[src/rtl/inst_fetch_mem_ctrl.sv]
// Instruction-fetch memory responder: four byte reads from a 1-cycle-latency RAM assembled into a
// little-endian word. Optional macro LAST_FETCH_EN adds a one-entry last-fetch buffer.
module inst_fetch_mem_ctrl #(
  parameter int ADDR_WIDTH = 32,
  parameter int DATA_WIDTH = 32
) (
  input  logic                  clk,
  input  logic                  reset,
  input  logic                  ram_read,
  input  logic [ADDR_WIDTH-1:0] ram_addr,
  output logic                  ram_ready,
  output logic [DATA_WIDTH-1:0] ram_data,
  output logic [ADDR_WIDTH-1:0] mem_a,
  output logic                  mem_wr,
  input  logic [7:0]            mem_din
);

  typedef enum logic [2:0] {
    IDLE  = 3'd0,
    ISSUE = 3'd1,
    RD0   = 3'd2,
    RD1   = 3'd3,
    RD2   = 3'd4,
    RD3   = 3'd5,
    DONE  = 3'd6
  } state_t;

  state_t                state_q, state_d;
  logic [ADDR_WIDTH-1:0] addr_q, addr_d;
  logic [ADDR_WIDTH-1:0] mem_a_q, mem_a_d;
  logic [7:0]            byte0_q, byte0_d;
  logic [7:0]            byte1_q, byte1_d;
  logic [7:0]            byte2_q, byte2_d;
  logic [DATA_WIDTH-1:0] ram_data_q, ram_data_d;
  logic                  ram_ready_q, ram_ready_d;
  logic                  mem_wr_q;
  logic                  hit_s;

`ifdef LAST_FETCH_EN
  logic                  buf_valid_q, buf_valid_d;
  logic [ADDR_WIDTH-1:0] buf_tag_q, buf_tag_d;
  logic [DATA_WIDTH-1:0] buf_word_q, buf_word_d;

  assign hit_s = buf_valid_q && (ram_addr == buf_tag_q);
`else
  assign hit_s = 1'b0;
`endif

  // Next-state and datapath: any change of request while a fetch is in flight aborts it.
  always_comb begin
    state_d     = state_q;
    addr_d      = addr_q;
    mem_a_d     = mem_a_q;
    byte0_d     = byte0_q;
    byte1_d     = byte1_q;
    byte2_d     = byte2_q;
    ram_data_d  = ram_data_q;
    ram_ready_d = 1'b0;
`ifdef LAST_FETCH_EN
    buf_valid_d = buf_valid_q;
    buf_tag_d   = buf_tag_q;
    buf_word_d  = buf_word_q;
`endif
    case (state_q)
      IDLE: begin
        if (ram_read && hit_s) begin
`ifdef LAST_FETCH_EN
          ram_data_d = buf_word_q;
`endif
          ram_ready_d = 1'b1;
          state_d     = DONE;
        end else if (ram_read) begin
          addr_d  = ram_addr;
          mem_a_d = ram_addr;
          state_d = ISSUE;
        end else begin
          state_d = IDLE;
        end
      end
      ISSUE, RD0, RD1, RD2, RD3: begin
        if (!ram_read) begin
          state_d = IDLE;
        end else if (ram_addr != addr_q) begin
          addr_d  = ram_addr;
          mem_a_d = ram_addr;
          byte0_d = 8'h00;
          byte1_d = 8'h00;
          byte2_d = 8'h00;
          state_d = ISSUE;
        end else begin
          case (state_q)
            ISSUE: begin
              mem_a_d = addr_q + ADDR_WIDTH'(1);
              state_d = RD0;
            end
            RD0: begin
              byte0_d = mem_din;
              mem_a_d = addr_q + ADDR_WIDTH'(2);
              state_d = RD1;
            end
            RD1: begin
              byte1_d = mem_din;
              mem_a_d = addr_q + ADDR_WIDTH'(3);
              state_d = RD2;
            end
            RD2: begin
              byte2_d = mem_din;
              state_d = RD3;
            end
            RD3: begin
              ram_data_d  = {mem_din, byte2_q, byte1_q, byte0_q};
              ram_ready_d = 1'b1;
              state_d     = DONE;
`ifdef LAST_FETCH_EN
              buf_valid_d = 1'b1;
              buf_tag_d   = addr_q;
              buf_word_d  = {mem_din, byte2_q, byte1_q, byte0_q};
`endif
            end
            default: state_d = IDLE;
          endcase
        end
      end
      DONE:    state_d = IDLE;
      default: state_d = IDLE;
    endcase
  end

  // State and output registers.
  always_ff @(posedge clk or posedge reset) begin
    if (reset) begin
      state_q     <= IDLE;
      addr_q      <= {ADDR_WIDTH{1'b0}};
      mem_a_q     <= {ADDR_WIDTH{1'b0}};
      byte0_q     <= 8'h00;
      byte1_q     <= 8'h00;
      byte2_q     <= 8'h00;
      ram_data_q  <= {DATA_WIDTH{1'b0}};
      ram_ready_q <= 1'b0;
      mem_wr_q    <= 1'b0;
    end else begin
      state_q     <= state_d;
      addr_q      <= addr_d;
      mem_a_q     <= mem_a_d;
      byte0_q     <= byte0_d;
      byte1_q     <= byte1_d;
      byte2_q     <= byte2_d;
      ram_data_q  <= ram_data_d;
      ram_ready_q <= ram_ready_d;
      mem_wr_q    <= 1'b0;
    end
  end

`ifdef LAST_FETCH_EN
  // Last-fetch buffer registers.
  always_ff @(posedge clk or posedge reset) begin
    if (reset) begin
      buf_valid_q <= 1'b0;
      buf_tag_q   <= {ADDR_WIDTH{1'b0}};
      buf_word_q  <= {DATA_WIDTH{1'b0}};
    end else begin
      buf_valid_q <= buf_valid_d;
      buf_tag_q   <= buf_tag_d;
      buf_word_q  <= buf_word_d;
    end
  end
`endif

  assign ram_ready = ram_ready_q;
  assign ram_data  = ram_data_q;
  assign mem_a     = mem_a_q;
  assign mem_wr    = mem_wr_q;

endmodule

[config.mk]
export PLATFORM = sky130hd
export DESIGN_NAME = inst_fetch_mem_ctrl
export DESIGN_NICKNAME = d
export VERILOG_FILES = /design/src/rtl/inst_fetch_mem_ctrl.sv
export SDC_FILE = /design/constraint.sdc
export NUM_CORES = 1
export LEC_CHECK = 0
export BUFFER_PORTS_ARGS = -buffer_cell sky130_fd_sc_hd__clkbuf_2
export CORE_UTILIZATION = 35
export CTS_CLUSTER_DIAMETER = 40
export DETAILED_ROUTE_END_ITERATION = 6
export PLACE_DENSITY = 0.52
export SYNTH_ARGS = -nofsm -noshare
export SYNTH_HDL_FRONTEND = slang
export SYNTH_SLANG_ARGS = --single-unit
export TNS_END_PERCENT = 20
[constraint.sdc]
create_clock -name clk -period 9.5 [get_ports clk]
set_input_delay 1.9 -clock clk [delete_from_list [all_inputs] [get_ports clk]]
set_output_delay 1.9 -clock clk [all_outputs]
set_load 0.03 [all_outputs]
==> out/qor.yml <==
netlist_instances: 575
num-fill-cells: 1730
grt_pass1_wl_mm: 26.8
design_area_sq_um: 7670
crit_path_end_kind: "flop"
h-tree-depth: 4
max-vdd-ir-drop_v: 0.000128
cts_num_sinks: 124
finalCriticalPeriod_ns: 4.75
setup_viol: 0
post_cts_buffers: 0
start_kind: "input port"
setup_tns_ns: 0
drive_above_1_share_pct: 32.6
yosysMostFrequentCell: "dfrtp_1"
gp_routability_congestion: 0.857
clock.fmax_mhz: 211
firstDrtPassIters: 5
core-area_sq_um: 18000
power.density_nw_per_um2: 188
diodes: 0
vias: 4829
path_class: "input port to flop"
synth_fp_nets: 620
drt_iter0_markers: 259
status: "finished clean"
cts_hold_buf: 0
io_buffer_count: 107
pin_count: 109
crit_path_max_fanout: 16
worstSkewPairLatency_ns: 0.43
top_layer: "met4"
nets: 712
synth_ff_type: "dfrtp_1"
cp.required_ns: 9.74
relSlewSlack_pct: 19.3
synth.distinct_cells: 50
final_hold_viol_count: 0
placed_cell_area_sq_um: 7070
start_util_pct: 35.7
dieHeight_um: 137
crit_arrival_ns: 4.99
cts_buffers: 17
drc: 0
wl_met3_um: 774
dieArea_sq_um: 18900
synth-edff-count: 0
worstHoldPathType: "flop to flop"
drtAntennaViolNets: 0
synthTopCellsByArea: "dfrtp_1 (48%), mux2_4 (6.8%), mux2_2 (6.1%)"
leakage_nw: 3.51
yosys-top-cells-count: "dfrtp_1 (124), nand2_1 (61), xnor2_1 (43)"
syn_area_per_cell_sq_um: 11.1
grt_use_total_pct: 19.2
syn_area_sq_um: 6410
yosysWarnings: 0
post_cts_resized: 0
slew_violations: 0
yosysTopAreaCellShare_pct: 48.4
ys_seq_area_share_pct: 48.4
wl_per_cell_um: 18.7
yosysTopAreaCell: "dfrtp_1"
met2WireLength_mm: 7.95
cts_tree: "yes"
rsz0062_at_grt: "no"
core.rowCount: 49
skew_ns: 0.00896
drv_cap: 0
async_flop_share_pct: 100
grt_max_degree: 80
timing.final.crit_share_pct: 50.0
hpwl_mm: 11.9
vias_per_cell: 5.31
m1WireLength_mm: 7.98
grt_pass1_vias: 4730
worst_pin_slew_ns: 1.20
overflow: 0
cts_max_path_buffers: 2
ys_seq_elements: 124
cts-root-buf: "clkbuf_16"
chipWidth_um: 137
drt_wl_total_mm: 17.0
antenna_found_initial: 0
areaGrowthSynthToFinish_pct: 19.7
clk_pin_slew_ns: 0.06
[stage by stage]
step,cells,utilization [%],power [W],hold slack (ns),setup WS [ns]
floorplan,575,-,0.000720,0.462,4.30
global route,909,42.7,0.00150,0.515,4.53
detailed placement,877,39.4,0.000784,0.490,4.41
CTS,909,42.7,0.00145,0.505,4.85
global placement,877,39.4,0.000780,0.487,4.51
finish,909,42.7,0.00144,0.499,4.75
[power breakdown]
| group | internal (W) | switching, W |
|---|---|---|
| Clock | 0.000395 | 0.000271 |
| Combinational | 0.0000705 | 0.000109 |
| Sequential | 0.000556 | 0.0000375 |
[final timing paths]
kind / from / end / slack, ns / cells after the start
setup / recovery: ram_addr[30] / mem_a[0] / 4.75 / 8
hold / removal: byte1_q[6] / byte1_q[6] / 0.50 / 1
setup reg to reg: addr_q[30] / mem_a[0] / 5.95 / 7
hold reg to reg: byte1_q[6] / byte1_q[6] / 0.50 / 1
max in group asynchronous: reset / addr_q[8] / 6.53 / 3
min in group asynchronous: reset / ram_data[17] / 1.53 / 2
[critical path, stage by stage]
cell,delay [ns]
clkbuf_2,0.12
xnor2_1,0.37
nand4_1,0.19
nor4_2,0.43
nand2_1,0.42
buf_4,0.35
o21ai_1,0.93
a2111oi_0,0.26
[registers in the layout (all words and copies together), names as in the netlist]
signal,cells
addr_q,32
mem_a,32
ram_data,32
byte0_q,8
byte1_q,8
byte2_q,8
state_q,3
ram_ready,1
[cells in the final DEF, fill, tap and decap left out, types with 5 or more instances in the layout]
cell	instances
xnor2_1	43
nor3_1	13
nand3_1	13
or3_1	5
nand4_1	16
nand2_1	61
nor2_1	27
inv_6	6
o21ai_0	33
mux2_4	29
and3_1	6
clkbuf_16	17
clkbuf_2	107
a21oi_1	6
dfrtp_1	124
mux2_2	35
a211o_1	5
xor2_1	15
a22o_1	17
inv_1	9
a221o_1	23
a22oi_1	11
a21o_1	5
[cell type report]
class | count | area [sq um] | share of cell area [%]
clock buffers | 17 | 425 | 5.54
clock inverters | 15 | 175 | 2.28
inverters | 10 | 40.0 | 0.522
multi-input cells | 403 | 3080 | 40.1
flip-flops and latches | 124 | 3100 | 40.4
well taps | 229 | 287 | 3.73
repair buffers | 111 | 566 | 7.37
[per-layer routing]
layer / vias to the layer above / GRT usage, %
met1: 2390 / 26.0
li1: 2273 / -
met4: 0 / 6.47
met5: - / 0
met3: 20 / 4.64
met2: 146 / 29.9
[cell families after synthesis]
| logic type | after synthesis | synth area share [%] |
|---|---|---|
| AND/OR/NAND/NOR | 163 | 13.1 |
| flip-flops | 124 | 48.4 |
| AO/OA/AOI/OAI | 113 | 13.2 |
| multiplexers | 66 | 13.3 |
| XOR/XNOR | 58 | 7.93 |
| buffers and inverters | 48 | 3.67 |
| adder cells (fa/ha/maj) | 2 | 0.390 |
| other | 1 | 0.0585 |
Note: power is estimated with default switching activity, not from simulation.
